### src/rtl/glitch_sequencer.sv
// Clock-glitch sequencer: divides MCLK into the target MCU clock, aligns target reset to it,
// and glitches a programmed burst of MCU periods a set number of cycles after reset release.
module glitch_sequencer #(
   parameter int unsigned DIVISOR = 16,
   parameter int unsigned PH_W    = 8,
   parameter int unsigned CNT_W   = 16,
   parameter int unsigned BURST_W = 4
) (
   input  logic               MCLK,
   input  logic               RST,
   input  logic               TGT_NRST_IN,
   input  logic               ARM,
   input  logic               ABORT,
   input  logic [CNT_W-1:0]   CFG_DELAY,
   input  logic [BURST_W-1:0] CFG_BURST,
   input  logic [PH_W-1:0]    CFG_START,
   input  logic [PH_W-1:0]    CFG_STOP,
   input  logic [1:0]         CFG_MODE,
   output logic               MCU_CLK,
   output logic               MCU_NRST,
   output logic               TRIG,
   output logic               BUSY,
   output logic               DONE
);

   localparam logic [PH_W-1:0] PH_LAST = PH_W'(DIVISOR - 1);
   localparam logic [PH_W-1:0] PH_HALF = PH_W'(DIVISOR / 2);
   localparam logic [PH_W-1:0] PH_FALL = PH_W'(DIVISOR / 2 - 1);

   typedef enum logic [2:0] {
      S_IDLE,
      S_WAIT_LOW,
      S_WAIT_HIGH,
      S_COUNT,
      S_BURST,
      S_DONE
   } state_e;

   state_e             state_q, state_d;
   logic [PH_W-1:0]    ph_q, ph_d;
   logic [1:0]         sync_q, sync_d;
   logic               mcu_clk_q, mcu_clk_d;
   logic               mcu_nrst_q, mcu_nrst_d;
   logic               trig_q, trig_d;
   logic               busy_q, busy_d;
   logic               done_q, done_d;
   logic [CNT_W-1:0]   cnt_q, cnt_d;
   logic [BURST_W-1:0] bcnt_q, bcnt_d;
   logic [CNT_W-1:0]   delay_q, delay_d;
   logic [BURST_W-1:0] burst_q, burst_d;
   logic [PH_W-1:0]    start_q, start_d;
   logic [PH_W-1:0]    stop_q, stop_d;
   logic [1:0]         mode_q, mode_d;

   logic pe;
   logic clk_b;
   logic win;

   assign pe    = (ph_q == PH_LAST);
   assign clk_b = (ph_q < PH_HALF);
   assign win   = (state_q == S_BURST) && (ph_q >= start_q) && (ph_q <= stop_q);

   // Phase counter, reset synchroniser, clock shaping and sequencing FSM
   always_comb begin
      ph_d       = pe ? '0 : ph_q + PH_W'(1);
      sync_d     = {sync_q[0], TGT_NRST_IN};
      mcu_nrst_d = (ph_q == PH_FALL) ? sync_q[1] : mcu_nrst_q;
      state_d    = state_q;
      cnt_d      = cnt_q;
      bcnt_d     = bcnt_q;
      delay_d    = delay_q;
      burst_d    = burst_q;
      start_d    = start_q;
      stop_d     = stop_q;
      mode_d     = mode_q;

      mcu_clk_d = clk_b;
      if (win) begin
         case (mode_q)
            2'd0:    mcu_clk_d = ~clk_b;
            2'd1:    mcu_clk_d = 1'b1;
            2'd2:    mcu_clk_d = 1'b0;
            default: mcu_clk_d = clk_b;
         endcase
      end

      if (ABORT) begin
         state_d = S_IDLE;
      end else begin
         case (state_q)
            S_IDLE, S_DONE: begin
               if (ARM) begin
                  delay_d = CFG_DELAY;
                  burst_d = CFG_BURST;
                  start_d = CFG_START;
                  stop_d  = CFG_STOP;
                  mode_d  = CFG_MODE;
                  state_d = S_WAIT_LOW;
               end
            end
            S_WAIT_LOW: begin
               if (!mcu_nrst_q) state_d = S_WAIT_HIGH;
            end
            S_WAIT_HIGH: begin
               if (mcu_nrst_q) begin
                  cnt_d   = '0;
                  state_d = S_COUNT;
               end
            end
            S_COUNT: begin
               if (!mcu_nrst_q) begin
                  state_d = S_WAIT_HIGH;
               end else if (pe) begin
                  if (cnt_q == delay_q) begin
                     bcnt_d  = (burst_q == '0) ? BURST_W'(1) : burst_q;
                     state_d = S_BURST;
                  end else if (cnt_q != '1) begin
                     cnt_d = cnt_q + CNT_W'(1);
                  end
               end
            end
            S_BURST: begin
               if (!mcu_nrst_q) begin
                  state_d = S_WAIT_HIGH;
               end else if (pe) begin
                  if (bcnt_q <= BURST_W'(1)) state_d = S_DONE;
                  else                       bcnt_d  = bcnt_q - BURST_W'(1);
               end
            end
            default: state_d = S_IDLE;
         endcase
      end

      // Status outputs are registered views of the next state
      trig_d = (state_d == S_BURST);
      busy_d = (state_d != S_IDLE) && (state_d != S_DONE);
      done_d = (state_d == S_DONE);
   end

   always_ff @(posedge MCLK or posedge RST) begin
      if (RST) begin
         state_q    <= S_IDLE;
         ph_q       <= '0;
         sync_q     <= '0;
         mcu_clk_q  <= 1'b0;
         mcu_nrst_q <= 1'b0;
         trig_q     <= 1'b0;
         busy_q     <= 1'b0;
         done_q     <= 1'b0;
         cnt_q      <= '0;
         bcnt_q     <= '0;
         delay_q    <= '0;
         burst_q    <= '0;
         start_q    <= '0;
         stop_q     <= '0;
         mode_q     <= '0;
      end else begin
         state_q    <= state_d;
         ph_q       <= ph_d;
         sync_q     <= sync_d;
         mcu_clk_q  <= mcu_clk_d;
         mcu_nrst_q <= mcu_nrst_d;
         trig_q     <= trig_d;
         busy_q     <= busy_d;
         done_q     <= done_d;
         cnt_q      <= cnt_d;
         bcnt_q     <= bcnt_d;
         delay_q    <= delay_d;
         burst_q    <= burst_d;
         start_q    <= start_d;
         stop_q     <= stop_d;
         mode_q     <= mode_d;
      end
   end

   assign MCU_CLK  = mcu_clk_q;
   assign MCU_NRST = mcu_nrst_q;
   assign TRIG     = trig_q;
   assign BUSY     = busy_q;
   assign DONE     = done_q;

endmodule

### config.mk
export PLATFORM = sky130hd
export DESIGN_NAME = glitch_sequencer
export DESIGN_NICKNAME = d
export VERILOG_FILES = /design/src/rtl/glitch_sequencer.sv
export SDC_FILE = /design/constraint.sdc
export NUM_CORES = 1
export LEC_CHECK = 0
export ABC_AREA = 1
export CAP_MARGIN = 5
export CORE_ASPECT_RATIO = 0.8
export CORE_MARGIN = 4
export CORE_UTILIZATION = 55
export DETAILED_ROUTE_END_ITERATION = 12
export GPL_TIMING_DRIVEN = 0
export PLACE_DENSITY_LB_ADDON = 0.3
export RECOVER_POWER = 50
export SLEW_MARGIN = 20
export SYNTH_ARGS = -nofsm -noshare
export SYNTH_HDL_FRONTEND = slang
export SYNTH_SLANG_ARGS = --single-unit
### constraint.sdc
create_clock -name MCLK -period 7.6 [get_ports MCLK]
set_clock_uncertainty 0.05 [all_clocks]
set_input_delay 2.28 -clock MCLK [delete_from_list [all_inputs] [get_ports MCLK]]
set_output_delay 2.28 -clock MCLK [all_outputs]
set_load 0.005 [all_outputs]
# Yosys cells after proc, flatten, opt, wreduce, memory -nomap -nowiden
# Cells that the tools add are included.
# classes
add_sub_neg	3
n_lt_le_gt_ge	4
eq_ne	23
n_mux	28
bitwise	2
reduce_logical	13
# op_table
operator	count
two-way mux 16 bit	5
case mux 16 bit (2 select lines)	1
two-way mux 3 bit	10
two-way mux 4 bit	7
inequality test 2 bit (second input constant)	9
adder 16 x 1 -> 16 bit (second input constant)	1
equality test 16 bit	1
inequality test 16 bit (second input constant)	1
case mux 3 bit (5 select lines)	1
equality test 3 bit (second input constant)	4
adder 8 x 1 -> 8 bit (second input constant)	1
equality test 8 x 3 -> 1 bit (second input constant)	1
equality test 8 x 4 -> 1 bit (second input constant)	1
greater-or-equal comparator 8 bit	1
<= comparator 8 bit	1
less-than comparator 8 x 4 -> 1 bit (second input constant)	1
two-way mux 8 bit	1
case mux 4 bit (2 select lines)	1
AND reduction 8 bit	1
AND reduction 7 bit	1
equality test 3 x 2 -> 1 bit (second input constant)	2
<= comparator 4 x 1 -> 1 bit (second input constant)	1
zero test 4 bit	1
nonzero test 2 bit	2
other kinds (14)	17
# word_totals
regBits	76
in_bits	43
output_inout_bits	5
word_cells	88

# Depth between registers and ports, before layout
# Gate-level depths: netlist (run 1).
# depth
word_depth	8
depth_mapped	16
mapped_depth_nobuf	15

# Least setup slack after synthesis (run 1)
# Ideal clock, no wire load.
# synth_path
path_kind	input port to flip-flop
start	input ABORT
end	register cnt_q[4]
setup_time_ns	0.123
arrival_ns	3.132
required_time_ns	7.427
setup_slack_ns	4.295
path_stages	7
path_buffers	1
cell_sequence	inv_1 nand3_2 a211oi_2 nand2_2 buf_6 nor3_1 nor2_2
# synth_between
elab_chain_cells	2
# synth_rtl
element	line	rtl
start: declaration	13	input logic ABORT,
NOT 1 bit (no source line)	n/a	
AND reduction 7 bit (no source line)	n/a	
end signal: assignment	166	cnt_q <= cnt_d;
end: declaration	47	logic [CNT_W-1:0] cnt_q, cnt_d;
# Every way passes these cells.
# A chain may end at the register's enable or synchronous reset.

# Worst setup path in the final report (run 1)
# layout_path
start	input ABORT
end	register burst_q[3]
# layout_between
elab_chain_cells	2
# layout_rtl
element	line	rtl
NOT 1 bit (no source line)	n/a	
AND reduction 3 bit (no source line)	n/a	
end signal: assignment	169	burst_q <= burst_d;
end: declaration	50	logic [BURST_W-1:0] burst_q, burst_d;
# Every way passes these cells.

==> results.json, run 1 <==
{
  "finalHoldViolCount": 0,
  "syn2layout_area_growth_pct": 20.0,
  "tns_ns": 0,
  "status": "completed",
  "rsz0062_at_grt": "false",
  "vdd_ir_drop_max_mv": 0.140,
  "finalSetupViolations": 0,
  "finalNonFillerCells": 696,
  "cap_viol_max_count": 0,
  "ios": 48,
  "fp.dieH_um": 86.2,
  "antennaDiodeCount": 0,
  "grt_pass1_wl_mm": 16.4,
  "antenna_found_initial": 0,
  "coreArea_um2": 7430,
  "min_period_over_period_pct": 50.8,
  "layout-drive-gt1-share_pct": 10.5,
  "grtUsageMet2_pct": 36.3,
  "drv_slew": 0,
  "synthTopCellsByCount": "nand2_1, dfrtp_1, inv_1",
  "fp.dieW_um": 106,
  "dpl.hpwl_mm": 7.07,
  "synth_cells": 527,
  "cts_tree": "built",
  "yosysUniqueCellTypes": 41,
  "dieArea_um2": 9120,
  "busiest_layer": "met2",
  "dpl.cell_count": 680,
  "cp-start-kind": "input pin",
  "drt-total-wl_mm": 9.46,
  "cp-end-kind": "flop",
  "slew_headroom_pct": 7.21,
  "grt_use_met3_pct": 5.51,
  "drc": 0,
  "num_rows": 28,
  "postCtsResizedCells": 0,
  "wl_per_cell_um": 13.6,
  "io_buffer_count": 47,
  "post-synth-top-count-cell": "nand2_1",
  "fin_nets": 649,
  "cts.sinks": 76,
  "path_class": "input pin to flop",
  "grtUsageTotal_pct": 22.3,
  "dr.pass1.iters": 9,
  "initial_core_util_pct": 56.7,
  "first_global_vias": 3603,
  "hold_path_class": "flop to flop",
  "cp_max_fo": 10,
  "cts-root-buf": "clkbuf_8",
  "routed_via_density": 5.18,
  "worst_slew_pin_slew_ns": 1.38,
  "synthDominantCellAreaShare_pct": 45.2,
  "vias": 3608,
  "period_minus_slack_ns": 3.86,
  "syn-num-nets": 590,
  "synth_edf_count": 0,
  "synth_warnings": 0,
  "cp.arrival_ns": 4.02,
  "cts_hold_buf": 0,
  "power_density_nw_per_um2": 244,
  "numCtsBuffers": 9,
  "synthFlopType": "dfrtp_1",
  "cts_buffer_depth": 2,
  "gp_congestion": 0.886,
  "crit_required_ns": 7.76,
  "use_met1_pct": 29.8,
  "synth-async-reset-ratio_pct": 100,
  "synth_area_leaders": "dfrtp_1, nand2_1, inv_1, ha_1, nor2_1",
  "post-cts-setup-buffers": 0,
  "grt_start_max_net_pins": 49,
  "drt-initial-drc-count": 223,
  "synth_top_cell_by_area": "dfrtp_1",
  "synthesis.area_um2": 4210,
  "ys_seq_area_share_pct": 45.2,
  "clock_latency_ns": 0.35,
  "synth-seq-cells": 76,
  "syn_area_per_cell_um2": 7.98,
  "clk_pin_slew_worst_paths_ns": 0.08,
  "leakagePower_uw": 0.00246,
  "post-route-util_pct": 68.0,
  "grt.overflow.total": 0,
  "cts_htree_levels": 3,
  "antenna_left": 0,
  "max_freq_mhz": 259
}
## logic make-up (layout without fill, tap and decap cells)
family,after synthesis,after routing,share of synthesized area [%]
DFF,76,76,45.2
muxes,10,10,2.65
adders and majority gates,20,20,5.95
xor gates and xnor gates,12,12,2.50
AOI/OAI and AO/OA,83,83,11.1
buffers and inverters,90,154,8.71
and+or+nand+nor,236,236,23.9
## registers in the layout, summed over array words and instances (netlist names)
signal    count
burst_q       4
stop_q        8
BUSY          1
TRIG          1
start_q       8
MCU_NRST      1
cnt_q        16
delay_q      16
mode_q        2
sync_q        2
ph_q          8
bcnt_q        4
state_q       3
DONE          1
MCU_CLK       1
## report_power, final
part / internal, uW / switching, uW
registers: 497 / 59.6
clock network: 187 / 159
logic: 135 / 191
## routing by layer
metal	vias up	wire length, um
li1	1807	-
met3	19	588
met4	0	164
met5	-	0
met1	1667	4460
met2	115	4240
## metrics by stage
stage	total power, uW	hold WS, ns	instance area (um^2)	worst slack [ns]
5_1_grt	1320	0.312	5050	3.64
4_1_cts	1230	0.304	5060	3.81
6_report	1230	0.303	5050	3.74
3_5_place_dp	889	0.285	4840	3.44
3_3_place_gp	866	0.284	4810	2.09
2_1_floorplan	786	0.281	4210	3.33
## critical path, stage by stage
cell and delay, ns:
dlygate4sd3_1 0.52, inv_1 0.10, nand3_1 0.20, buf_2 0.29, buf_1 0.47, a21oi_1 0.16
## final timing paths
path	start	end	slack [ns]	depth (start not counted)
max	ABORT	burst_q[3]$_DFFE_PP0P_	3.74	6
min	sync_q[0]$_DFF_PP0_	sync_q[1]$_DFF_PP0_	0.30	0
max reg2reg	ph_q[1]$_DFF_PP0_	cnt_q[4]$_DFFE_PP0P_	5.35	11
min reg2reg	sync_q[0]$_DFF_PP0_	sync_q[1]$_DFF_PP0_	0.30	0
max in group asynchronous	RST	cnt_q[11]$_DFFE_PP0P_	4.07	3
min in group asynchronous	RST	stop_q[2]$_DFFE_PP0P_	2.64	2
## layout make-up
| type | count | area [um^2] |
|---|---|---|
| multi-input combinational | 361 | 1930 |
| fill | 608 | 2380 |
| clock inverter | 7 | 98.8 |
| inverter | 76 | 288 |
| tap | 105 | 131 |
| sequential | 76 | 1900 |
| timing repair buffer | 48 | 498 |
| clock buffer | 9 | 124 |
| buffer | 14 | 80.1 |
## cells in the final DEF (no fill, tap or decap), types with 3 or more instances in the layout
| cell type | count |
|---|---|
| xor2_1 | 9 |
| nor2_2 | 7 |
| nand2_1 | 119 |
| a21oi_1 | 46 |
| buf_2 | 7 |
| inv_2 | 6 |
| nor3_1 | 14 |
| o21ai_1 | 4 |
| clkdlybuf4s50_1 | 44 |
| mux2_2 | 9 |
| ha_1 | 20 |
| clkbuf_8 | 9 |
| nand4_1 | 3 |
| xnor2_1 | 3 |
| o21ai_0 | 15 |
| o31ai_1 | 9 |
| nand3_1 | 18 |
| dfrtp_1 | 76 |
| nor2_1 | 66 |
| dlygate4sd3_1 | 3 |
| inv_1 | 67 |
(Power assumes the default switching activity.)
==> run 2, diff against run 1 <==
clock period = 3.95 ns   (was 7.6 ns; I/O delays follow)
==> run 2 against run 1 <==
Final cell count stayed put. Cell area unchanged. Worst setup slack got worse by 2.5 ns. Routed wire length barely moved.
==> results.json, run 2 (same netlist as run 1, synthesis figures left out) <==
{
  "status": "completed",
  "vdd_ir_drop_max_mv": 0.270,
  "cp_max_fo": 10,
  "io_buffer_count": 47,
  "dpl.hpwl_mm": 7.07,
  "antenna_found_initial": 0,
  "hold_path_class": "flop to flop",
  "routed_via_density": 5.18,
  "initial_core_util_pct": 56.7,
  "grt_start_max_net_pins": 49,
  "min_period_over_period_pct": 68.2,
  "drc": 0,
  "tns_ns": 0,
  "num_rows": 28,
  "leakagePower_uw": 0.00246,
  "layout_commonest_cell": "nand2_1",
  "cts_htree_levels": 3,
  "critPathMaxStageDelay_ns": 0.47,
  "syn2layout_area_growth_pct": 20.0,
  "cts-root-buf": "clkbuf_8",
  "max_freq_mhz": 371,
  "fin_nets": 649,
  "cts_tree": "built",
  "first_global_vias": 3603,
  "drt-initial-drc-count": 223,
  "finalSetupViolations": 0,
  "cp-end-kind": "flop",
  "numCtsBuffers": 9,
  "worst_slew_pin_slew_ns": 1.38,
  "fp.dieH_um": 86.2,
  "dr.max_layer_used": "met4",
  "dp_worst_setup_slack_ns": 0.883,
  "coreArea_um2": 7430,
  "post-cts-setup-buffers": 0,
  "gp_congestion": 0.886,
  "dieArea_um2": 9120,
  "cp.buffers_inverters": 4,
  "grt_pass1_wl_mm": 16.4,
  "power_density_nw_per_um2": 469,
  "wl_met2_mm": 4.24,
  "path_class": "input pin to flop",
  "cp-start-kind": "input pin",
  "ios": 48,
  "dr_wl_met3_um": 588,
  "worst_path_dominant_cell_family": "buffers and inverters",
  "finalHoldViolCount": 0,
  "slowest_stage": "buf_1",
  "reg.largest.list": "cnt_q (16), delay_q (16)",
  "dr.pass1.iters": 9,
  "cts_buffer_depth": 2,
  "cp.arrival_ns": 2.86,
  "antenna_left": 0,
  "drv_slew": 0,
  "vias": 3608,
  "fillers": 608,
  "reg2reg_depth": 11,
  "layout-drive-gt1-share_pct": 10.5,
  "worst_slack_ns": 1.25,
  "slew_headroom_pct": 7.21,
  "path_cells": "clkdlybuf4s50_1 -> inv_1 -> nand3_1 -> buf_2 -> buf_1 -> a21oi_1",
  "grt.overflow.total": 0,
  "m1WireLength_mm": 4.46,
  "crit_required_ns": 4.11,
  "wl_per_cell_um": 13.6,
  "drt-total-wl_mm": 9.46,
  "grtUsageTotal_pct": 22.3,
  "cap_viol_max_count": 0,
  "clk_pin_slew_worst_paths_ns": 0.08,
  "layout_common_cells": "nand2_1, dfrtp_1, inv_1",
  "fin_area_um2": 5050,
  "cts_hold_buf": 0,
  "crit_cells": 6,
  "antennaDiodeCount": 0,
  "postCtsResizedCells": 0,
  "rsz0062_at_grt": "false",
  "worstHoldPathCells": 0,
  "place_area_um2": 4840,
  "period_minus_slack_ns": 2.70,
  "cts.sinks": 76,
  "post-route-util_pct": 68.0,
  "fp.dieW_um": 106,
  "clock_latency_ns": 0.35
}
-- run 2: changes by cell type in the layout (fill, tap and decap cells not counted) --
cell and delta:
dlygate4sd3_1 -1, clkdlybuf4s50_1 +1
-- run 2: metal layers --
layer / vias to the layer above / track usage, %
li1: 1807 / -
met4: 0 / 6.82
met5: - / 0
met1: 1667 / 29.8
met2: 115 / 36.3
met3: 19 / 5.51
-- run 2: power by group --
part | leakage [uW] | internal (uW) | switching (uW)
logic | 0.00145 | 261 | 368
registers | 0.000907 | 956 | 115
clock network | 0.000110 | 360 | 307
total | 0.00246 | 1580 | 789
-- run 2: stage by stage --
| stage | total power (uW) | cells | hold WS (ns) |
|---|---|---|---|
| floorplan | 1510 | 527 | 0.281 |
| global placement | 1670 | 679 | 0.284 |
| finish | 2370 | 696 | 0.303 |
| detailed placement | 1710 | 680 | 0.285 |
| CTS | 2380 | 696 | 0.304 |
| global route | 2540 | 696 | 0.312 |
-- run 2: cell type report --
class                   count  area (um^2)  share of cell area (%)
inverters                  76          288                    5.70
well taps                 105          131                    2.60
plain buffers              14         80.1                    1.59
repair buffers             48          498                    9.86
multi-input cells         361         1930                    38.2
flip-flops and latches     76         1900                    37.7
clock buffers               9          124                    2.45
clock inverters             7         98.8                    1.96
-- run 2: path summary, 6_finish.rpt --
path                                          start                     end  slack, ns
worst min-delay path            sync_q[0]$_DFF_PP0_     sync_q[1]$_DFF_PP0_       0.30
worst max register to register    ph_q[1]$_DFF_PP0_    cnt_q[4]$_DFFE_PP0P_       1.70
min in group asynchronous                       RST   stop_q[2]$_DFFE_PP0P_       1.55
worst min register to register  sync_q[0]$_DFF_PP0_     sync_q[1]$_DFF_PP0_       0.30
max in group asynchronous                       RST   cnt_q[11]$_DFFE_PP0P_       1.52
worst max-delay path                          ABORT  burst_q[3]$_DFFE_PP0P_       1.25
==> run 3, diff against run 2 <==
CORE_UTILIZATION = 51   (was 55)
clock period = 2.4 ns   (was 3.95 ns; I/O delays follow)
==> run 3 against run 2 <==
Combinational power up 66%. Hold slack got worse by 0.0013 ns. Global-route usage fell by 0.73 points. Sequential power is 64% higher. First-iteration DRC count is 4.0% lower. Cell area hardly changed. Total power increased by 61%. Critical path type unchanged.
==> results.json, run 3 (same netlist as run 1, synthesis figures left out) <==
{
  "status": "completed",
  "worst_slew_pin_slew_ns": 1.29,
  "cp-start-kind": "input pin",
  "dp_worst_setup_slack_ns": -0.285,
  "slew_headroom_pct": 13.3,
  "layout_common_cells": "nand2_1, dfrtp_1, inv_1",
  "post-cts-setup-buffers": 0,
  "grtUsageTotal_pct": 21.6,
  "first_global_vias": 3578,
  "reg2reg_depth": 13,
  "cts_htree_levels": 3,
  "dr.max_layer_used": "met4",
  "antenna_found_initial": 0,
  "worstHoldPathCells": 0,
  "fin_nets": 650,
  "clk_pin_slew_worst_paths_ns": 0.08,
  "leakagePower_uw": 0.00249,
  "cts.sinks": 76,
  "initial_core_util_pct": 52.7,
  "period_minus_slack_ns": 2.16,
  "drt-initial-drc-count": 214,
  "wl_per_cell_um": 13.6,
  "dpl.hpwl_mm": 7.15,
  "fp.dieH_um": 89.2,
  "cp-end-kind": "flop",
  "finalHoldViolCount": 0,
  "hold_path_class": "flop to flop",
  "wl_met2_mm": 4.26,
  "numCtsBuffers": 9,
  "p_total_uw": 3800,
  "holdWs_ns": 0.301,
  "layout_commonest_cell": "nand2_1",
  "cts-root-buf": "clkbuf_8",
  "postCtsResizedCells": 0,
  "gp_congestion": 0.892,
  "cp.arrival_ns": 2.34,
  "clock_latency_ns": 0.35,
  "fp.dieW_um": 110,
  "reg.largest.list": "cnt_q (16), delay_q (16)",
  "dr_wl_met3_um": 717,
  "dpl.cell_count": 684,
  "routed_via_density": 5.11,
  "cts_hold_buf": 0,
  "drt-total-wl_mm": 9.53,
  "power_density_nw_per_um2": 753,
  "path_class": "input pin to flop",
  "io_buffer_count": 47,
  "post-route-util_pct": 63.3,
  "antenna_left": 0,
  "m1WireLength_mm": 4.49,
  "worst_slack_ns": 0.235,
  "cp_max_fo": 10,
  "coreArea_um2": 7980,
  "grt_pass1_wl_mm": 16.4,
  "grt.overflow.total": 0,
  "finalSetupViolations": 0,
  "dr.pass1.iters": 4,
  "vias": 3578,
  "finalNonFillerCells": 700,
  "cts_tree": "built",
  "drv_slew": 0,
  "grt_start_max_net_pins": 29,
  "min_period_over_period_pct": 90.2,
  "vdd_ir_drop_max_mv": 0.461,
  "syn2layout_area_growth_pct": 20.1,
  "cts_buffer_depth": 2,
  "fillers": 682,
  "antennaDiodeCount": 0,
  "dieArea_um2": 9780,
  "cap_viol_max_count": 0,
  "num_rows": 29,
  "max_freq_mhz": 462,
  "ios": 48,
  "crit_required_ns": 2.57,
  "layout-drive-gt1-share_pct": 10.8,
  "drc": 0,
  "rsz0062_at_grt": "false"
}
-- run 3: path summary, 6_finish.rpt --
check | startpoint | to | slack, ns
hold reg to reg | sync_q[0]$_DFF_PP0_ | sync_q[1]$_DFF_PP0_ | 0.30
setup / recovery | ABORT | start_q[4]$_DFFE_PP0P_ | 0.24
max in group asynchronous | RST | start_q[0]$_DFFE_PP0P_ | 0.37
min in group asynchronous | RST | stop_q[7]$_DFFE_PP0P_ | 1.05
hold / removal | sync_q[0]$_DFF_PP0_ | sync_q[1]$_DFF_PP0_ | 0.30
setup reg to reg | cnt_q[1]$_DFFE_PP0P_ | cnt_q[4]$_DFFE_PP0P_ | 0.27
-- run 3: per-layer routing --
metal  track usage [%]  vias up
met5                 0        -
met4              4.98        0
met3              6.06        9
met2              34.0      103
met1              29.9     1664
li1                  -     1802
-- run 3: power by group --
group / internal (uW) / switching (uW) / total (uW)
sequential: 1570 / 191 / 1760
clock: 513 / 490 / 1000
combinational: 431 / 605 / 1040
total: 2520 / 1290 / 3800
-- run 3: layout make-up --
class / count / area [um^2] / area share (%)
Buffer: 14 / 81.3 / 1.61
Inverter: 76 / 288 / 5.70
Sequential cell: 76 / 1900 / 37.6
Multi-Input combinational cell: 361 / 1930 / 38.3
Clock inverter: 5 / 60.1 / 1.19
Clock buffer: 11 / 141 / 2.80
Tap cell: 108 / 135 / 2.67
Timing Repair Buffer: 49 / 510 / 10.1
-- run 3: critical path: stages --
cell and delay (ns):
clkdlybuf4s50_1 0.45, inv_1 0.10, nand3_1 0.20, buf_2 0.30
buf_1 0.42, a21oi_1 0.14
-- run 3: stage by stage --
stage	instance area (um^2)	setup TNS, ns
finish	5050	0
global route	5050	0
CTS	5060	0
detailed placement	4860	-4.00
global placement	4820	-12.51
floorplan	4210	0
